## src/rtl/enc_pkt_arbiter_pkg.sv

```systemverilog
// enc_arb_pkg: shared types and helpers for the encoder packet arbiter.
//   arb_state_e : arbiter FSM states (IDLE, GRANT)
//   MAX_NUM     : largest supported requester count
//   onehot2idx  : one-hot vector to binary index
package enc_arb_pkg;

   localparam int MAX_NUM = 8;
   localparam int MAX_IDX_W = $clog2(MAX_NUM);

   typedef enum logic {
      IDLE  = 1'b0,
      GRANT = 1'b1
   } arb_state_e;

   function automatic logic [MAX_IDX_W-1:0] onehot2idx(input logic [MAX_NUM-1:0] oh);
      logic [MAX_IDX_W-1:0] idx;
      idx = '0;
      for (int i = 0; i < MAX_NUM; i++) begin
         if (oh[i]) idx = MAX_IDX_W'(i);
      end
      return idx;
   endfunction

endpackage

```

## src/rtl/enc_pkt_arbiter_if.sv

```systemverilog
// enc_pkt_arbiter_if: bundle between the per-channel encoders / downstream
// framer (master side) and the packet arbiter (slave side).
//   i_req/i_valid/i_last/i_data : per-channel request and beat stream
//   i_ready                     : per-channel ready back to encoders
//   o_grant/o_busy              : registered grant vector and busy flag
//   o_valid/o_data/o_last       : muxed stream to the framer
//   o_ready                     : framer ready
interface enc_pkt_arbiter_if #(
   parameter int NUM        = 2,
   parameter int DATA_WIDTH = 32
);
   logic [NUM-1:0]            i_req;
   logic [NUM-1:0]            i_valid;
   logic [NUM-1:0]            i_last;
   logic [NUM*DATA_WIDTH-1:0] i_data;
   logic [NUM-1:0]            i_ready;
   logic [NUM-1:0]            o_grant;
   logic                      o_valid;
   logic [DATA_WIDTH-1:0]     o_data;
   logic                      o_last;
   logic                      o_ready;
   logic                      o_busy;

   modport master (
      output i_req, i_valid, i_last, i_data, o_ready,
      input  i_ready, o_grant, o_valid, o_data, o_last, o_busy
   );

   modport slave (
      input  i_req, i_valid, i_last, i_data, o_ready,
      output i_ready, o_grant, o_valid, o_data, o_last, o_busy
   );
endinterface

```

## src/rtl/enc_rr_pick.sv

```systemverilog
// enc_rr_pick: combinational winner selection.
//   req      : per-channel request
//   last_idx : channel that held the previous grant
//   prio_en  : channel 0 gets anti-starving priority
//   winner   : one-hot winner, zero when nothing requests
module enc_rr_pick #(
   parameter int NUM  = 2,
   parameter int IDXW = (NUM > 1) ? $clog2(NUM) : 1
) (
   input  logic [NUM-1:0]  req,
   input  logic [IDXW-1:0] last_idx,
   input  logic            prio_en,
   output logic [NUM-1:0]  winner
);

   logic            found;
   logic            others;
   logic [IDXW-1:0] cand;

   always_comb begin
      winner = '0;
      found  = 1'b0;
      cand   = '0;
      others = |(req >> 1);
      // Channel 0 wins unless it just had the grant and someone else waits,
      // so it can never lock out the other encoders.
      if (prio_en && req[0] && ((last_idx != '0) || !others)) begin
         winner[0] = 1'b1;
      end else begin
         for (int i = 1; i <= NUM; i++) begin
            cand = IDXW'((int'(last_idx) + i) % NUM);
            if (!found && req[cand]) begin
               winner[cand] = 1'b1;
               found        = 1'b1;
            end
         end
      end
   end

endmodule

```

## src/rtl/enc_pkt_arbiter.sv

```systemverilog
// enc_pkt_arbiter: packet-aware round-robin arbiter sharing one encoder
// output stream between NUM encoder channels. A grant is held until the
// packet's last beat, MAX_BURST beats, or an abort by the granted channel.
//   sys_clk : clock, rising edge
//   sys_rst : asynchronous active-high reset
//   bus     : enc_pkt_arbiter_if slave port (handshake + data)
//
//   state | meaning
//   IDLE  | no grant; choose a winner if anyone requests
//   GRANT | one channel owns the output stream
module enc_pkt_arbiter
   import enc_arb_pkg::*;
#(
   parameter int NUM        = 2,
   parameter int DATA_WIDTH = 32,
   parameter int MAX_BURST  = 16,
   parameter int PRIO_EN    = 1
) (
   input  logic             sys_clk,
   input  logic             sys_rst,
   enc_pkt_arbiter_if.slave bus
);

   localparam int IDXW = (NUM > 1) ? $clog2(NUM) : 1;
   localparam int CNTW = $clog2(MAX_BURST + 1);

   arb_state_e            state_q, state_d;
   logic [NUM-1:0]        grant_q, grant_d;
   logic                  busy_q, busy_d;
   logic [IDXW-1:0]       last_idx_q, last_idx_d;
   logic [CNTW-1:0]       beat_cnt_q, beat_cnt_d;

   logic [NUM-1:0]        winner;
   logic [DATA_WIDTH-1:0] data_g;
   logic                  valid_g;
   logic                  last_g;
   logic                  req_g;
   logic                  xfer;
   logic [CNTW-1:0]       cnt_inc;

   enc_rr_pick #(
      .NUM  (NUM),
      .IDXW (IDXW)
   ) u_pick (
      .req      (bus.i_req),
      .last_idx (last_idx_q),
      .prio_en  (PRIO_EN != 0),
      .winner   (winner)
   );

   // One-hot AND-OR mux; with no grant everything collapses to zero.
   always_comb begin
      data_g  = '0;
      valid_g = 1'b0;
      last_g  = 1'b0;
      req_g   = 1'b0;
      for (int k = 0; k < NUM; k++) begin
         if (grant_q[k]) begin
            data_g  = data_g | bus.i_data[k*DATA_WIDTH +: DATA_WIDTH];
            valid_g = valid_g | bus.i_valid[k];
            last_g  = last_g | bus.i_last[k];
            req_g   = req_g | bus.i_req[k];
         end
      end
   end

   assign xfer    = valid_g & bus.o_ready;
   assign cnt_inc = beat_cnt_q + CNTW'(1);

   always_comb begin
      state_d    = state_q;
      grant_d    = grant_q;
      busy_d     = busy_q;
      last_idx_d = last_idx_q;
      beat_cnt_d = beat_cnt_q;
      case (state_q)
         IDLE: begin
            if (|bus.i_req) begin
               state_d    = GRANT;
               grant_d    = winner;
               busy_d     = 1'b1;
               beat_cnt_d = '0;
               last_idx_d = IDXW'(onehot2idx(MAX_NUM'(winner)));
            end
         end
         GRANT: begin
            if (xfer) beat_cnt_d = cnt_inc;
            // Releasing always passes through IDLE, which gives the
            // mandatory bubble between grants.
            if ((xfer && (last_g || (cnt_inc == CNTW'(MAX_BURST)))) ||
                (!req_g && !valid_g)) begin
               state_d = IDLE;
               grant_d = '0;
               busy_d  = 1'b0;
            end
         end
      endcase
   end

   always_ff @(posedge sys_clk or posedge sys_rst) begin
      if (sys_rst) begin
         state_q    <= IDLE;
         grant_q    <= '0;
         busy_q     <= 1'b0;
         last_idx_q <= IDXW'(NUM - 1);
         beat_cnt_q <= '0;
      end else begin
         state_q    <= state_d;
         grant_q    <= grant_d;
         busy_q     <= busy_d;
         last_idx_q <= last_idx_d;
         beat_cnt_q <= beat_cnt_d;
      end
   end

   assign bus.o_grant = grant_q;
   assign bus.o_busy  = busy_q;
   assign bus.o_valid = valid_g;
   assign bus.o_data  = data_g;
   assign bus.o_last  = last_g;
   assign bus.i_ready = grant_q & {NUM{bus.o_ready}};

endmodule
```

## src/flat_wrapper.sv

```systemverilog
// flat-port wrapper written by rule: the top's interface ports become plain ports
module enc_pkt_arbiter_flat import enc_arb_pkg::*;
#(
   parameter int NUM        = 2,
   parameter int DATA_WIDTH = 32,
   parameter int MAX_BURST  = 16,
   parameter int PRIO_EN    = 1
)
  (sys_clk, sys_rst, bus_i_req, bus_i_valid, bus_i_last, bus_i_data, bus_o_ready, bus_i_ready, bus_o_grant, bus_o_valid, bus_o_data, bus_o_last, bus_o_busy);
  enc_pkt_arbiter_if #(.NUM(NUM), .DATA_WIDTH(DATA_WIDTH)) bus_i ();
  input  logic sys_clk;
  input  logic sys_rst;
  input wire logic [$bits(bus_i.i_req)-1:0] bus_i_req;
  input wire logic [$bits(bus_i.i_valid)-1:0] bus_i_valid;
  input wire logic [$bits(bus_i.i_last)-1:0] bus_i_last;
  input wire logic [$bits(bus_i.i_data)-1:0] bus_i_data;
  input wire logic [$bits(bus_i.o_ready)-1:0] bus_o_ready;
  output wire logic [$bits(bus_i.i_ready)-1:0] bus_i_ready;
  output wire logic [$bits(bus_i.o_grant)-1:0] bus_o_grant;
  output wire logic [$bits(bus_i.o_valid)-1:0] bus_o_valid;
  output wire logic [$bits(bus_i.o_data)-1:0] bus_o_data;
  output wire logic [$bits(bus_i.o_last)-1:0] bus_o_last;
  output wire logic [$bits(bus_i.o_busy)-1:0] bus_o_busy;
  assign bus_i.i_req = bus_i_req;
  assign bus_i.i_valid = bus_i_valid;
  assign bus_i.i_last = bus_i_last;
  assign bus_i.i_data = bus_i_data;
  assign bus_i.o_ready = bus_o_ready;
  assign bus_i_ready = bus_i.i_ready;
  assign bus_o_grant = bus_i.o_grant;
  assign bus_o_valid = bus_i.o_valid;
  assign bus_o_data = bus_i.o_data;
  assign bus_o_last = bus_i.o_last;
  assign bus_o_busy = bus_i.o_busy;
  enc_pkt_arbiter #(.NUM(NUM), .DATA_WIDTH(DATA_WIDTH), .MAX_BURST(MAX_BURST), .PRIO_EN(PRIO_EN)) u_core (.sys_clk(sys_clk), .sys_rst(sys_rst), .bus(bus_i));
endmodule
```

## config.mk

```make
export PLATFORM = sky130hd
export DESIGN_NAME = enc_pkt_arbiter_flat
export DESIGN_NICKNAME = d
export VERILOG_FILES = /design/src/rtl/enc_pkt_arbiter_pkg.sv /design/src/rtl/enc_pkt_arbiter_if.sv /design/src/rtl/enc_rr_pick.sv /design/src/rtl/enc_pkt_arbiter.sv /design/src/flat_wrapper.sv
export SDC_FILE = /design/constraint.sdc
export NUM_CORES = 1
export LEC_CHECK = 0
export CAP_MARGIN = 40
export CORE_MARGIN = 2
export CORE_UTILIZATION = 28
export DETAILED_ROUTE_END_ITERATION = 10
export PLACE_DENSITY = 0.81
export SLEW_MARGIN = 25
export SYNTH_ARGS = -nofsm -noshare
export SYNTH_HDL_FRONTEND = slang
export SYNTH_SLANG_ARGS = --single-unit
```

## constraint.sdc

```tcl
create_clock -name sys_clk -period 4.3 [get_ports sys_clk]
set_clock_uncertainty 0.2 [all_clocks]
set_input_delay 1.075 -clock sys_clk [delete_from_list [all_inputs] [get_ports sys_clk]]
set_output_delay 1.075 -clock sys_clk [all_outputs]
set_load 0.02 [all_outputs]
```

==> impl_metrics.ini <==
[logic_synthesis]
synth_top_family_by_area = compound AO/OA/AOI/OAI gates
synth-edff-count = 0
synth_seq_area_share = 0.2735
synthArstFlopShare = 1.000
synth-warning-count = 0
synthCells = 105
synth_compound_area_frac = 0.4667
synth-simple-area-share = 0.1401
synth_mux_area_frac = 0
synth.distinct_cells = 31
yosys.area_share.xor_xnor = 0.02857
syn_nets = 180
netlist_top_cells_area = a22o_1, dfrtp_1, o21ai_0
yosys.area.top_type = a22o_1
synth_fa_ha_area_frac = 0.02721
synth-main-ff-cell = dfrtp_1
post-synth-top-area-fraction = 0.3238
syn_area_um2 = 919.6
syn_avg_cell_area_um2 = 8.758
synth_seq_cells = 10

[setup_path]
crit_top_cell = clkdlybuf4s50_1
worstSetupPathType = in -> out
slowest_stage = clkdlybuf4s50_1
worst-r2r-cell-count = 6
r2r_start = u_core.bus.o_grant[0]
worstPathRequired_ns = 3.02
critPathMaxStageDelay_ns = 0.63
crit_buf_inv = 2
arrival_ns = 2.38
path_cells = clkdlybuf4s50_1 > a22o_1 > clkdlybuf4s50_1
regToRegEndpoint = u_core.beat_cnt_q[3]
startpoint_type = primary input
crit_fanout = 3
r2r_setup_slack_ns = 2.20
cpLargestDelayFamily = buffers and inverters
cp-end-kind = output port

[floorplanning]
die_w_um = 61.31
chipHeight_um = 61.31
coreArea_um2 = 3078
row_count = 20
start_util = 0.2988
ios = 112
die_area_um2 = 3759

[sta]
rsz0062_at_grt = no
period_needed_ns = 3.656
finalHoldViolCount = 0
max_freq_mhz = 273.5
finalCritPeriodShare = 0.8503
setup_violations = 0
fin_tns_setup_ns = 0
timing.final.ws_setup_ns = 0.6438
slew_violations = 0
holdWs_ns = 0.3201
slew_headroom = 0.7273
worst_slew_pin_slew_ns = 0.4083

[global_route]
grt.total_usage = 0.2140
grt_pass1_vias = 1199
antenna_found_initial = 0
grt_max_degree = 35
grt.overflow.total = 0
grt_pass1_wl_um = 5871

[clocking]
clock_sinks = 10
path_clk_slew_ns = 0.06
cts-buffers-inserted = 3
ctsResizeCount = 0
clk_path_buf_depth = 2
post-cts-setup-buffers = 0
clock_latency_ns = 0.27
cts_root_buf = clkbuf_4
cts_tree = done
cts-htree-levels = 1
hold_buffers = 0

[placed_design]
preCtsSetupSlack_ns = 0.6429
dp.cells = 253
gp_congestion = 0.7913
numPortBuffers = 111
dp.final_hpwl_um = 3426

[detailed_routing]
wl_per_cell_um = 16.20
drtIter0Drc = 41
drt_drc_violations_left = 0
antenna_left = 0
viasPerCell = 5.047
dr.pass1.iters = 4
wirelength_um = 4164
vias = 1297

[cells_and_area]
instances_no_fill = 257
final_common_cell = clkdlybuf4s50_1
antenna_cells = 0
area_growth_pct = 126.9
most-common-layout-cells = clkdlybuf4s50_1, a22o_1, dfrtp_1
drive_above_1_share = 0.05164
nNetsFinal = 289

[power]
p_per_area_nw_per_um2 = 522.5
ir_drop_v = 0.0004155
cellLeakagePower_nw = 0.8448

[worst_hold_path]
holdPathStages = 2
min_from = u_core.last_idx_q
min_to = u_core.last_idx_q
min_path_type = reg -> reg

[status]
status = finished, final reports clean

[job]
drv_cap = 0
==> cell families (layout without fill, tap and decap cells) <==
family | count (synthesis) | in the layout
AOI/OAI and AO/OA | 53 | 53
DFF | 10 | 10
buffers and inverters | 14 | 122
xor gates and xnor gates | 3 | 3
adders and majority gates | 2 | 2
and+or+nand+nor | 23 | 23
==> synth_stat cells (all sizes together), types with 2 or more instances <==
cell type  instances
a22o              34
dfrtp              9
o21ai              9
buf                8
nand2              6
inv                5
nand3              5
nand2b             3
xnor2              3
a21o               2
and2               2
ha                 2
nor2               2
nor3b              2
o211ai             2
==> final cells by class <==
class | instances | area, um2
clock buffer | 4 | 26.28
fill | 254 | 991.0
inverter | 5 | 18.77
multi-input combinational | 81 | 609.3
sequential | 10 | 251.5
tap | 44 | 55.05
timing repair buffer | 113 | 1126
==> per-stage QoR <==
stage,instance area (um2),power (mW),util
detailed placement,2061,1.028,0.6695
global route,2087,1.156,0.6780
global placement,2061,1.006,0.6695
CTS,2087,1.099,0.6780
floorplan,919.6,0.6335,-
finish,2087,1.091,0.6780
==> flip-flops by register name (all words and copies together), names as in the netlist <==
signal / flops
u_core.last_idx_q: 1
u_core.state_q: 1
u_core.bus.o_grant: 2
u_core.bus.o_busy: 1
u_core.beat_cnt_q: 5
==> where the power goes <==
group / internal [mW] / switching (mW) / total [mW]
registers: 0.126 / 0.0463 / 0.172
logic: 0.431 / 0.419 / 0.850
clock network: 0.0358 / 0.0321 / 0.0679
==> worst min-delay path: cells and delay by family, from the launching register on <==
| family | cells | cell delay [ns] |
|---|---|---|
| AND/OR/NAND/NOR | 1 | 0.05 |
| AO/OA/AOI/OAI | 1 | 0.08 |
| flip-flops | 1 | 0.38 |
==> metal layers <==
layer  routed length, um  global-route usage  up-vias
met5                   0                   0        -
met4                  34             0.05590        0
met3                 366             0.03361        4
met2                2164              0.4103       53
met1                1598              0.2429      614
li1                    -                   -      626
==> worst max path at each step <==
stage | slack, ns | start | endpoint | cells after the start
detailed placement | 0.64 | bus_i_valid[0] | bus_o_valid | 3
finish | 0.64 | bus_i_valid[0] | bus_o_valid | 3
CTS | 0.64 | bus_i_valid[0] | bus_o_valid | 3
global placement | 0.65 | bus_i_valid[0] | bus_o_valid | 3
global route | 0.61 | bus_i_valid[0] | bus_o_valid | 3
floorplan | 1.64 | bus_i_valid[0] | bus_o_valid | 1
Power figures use the tool's default switching activity.
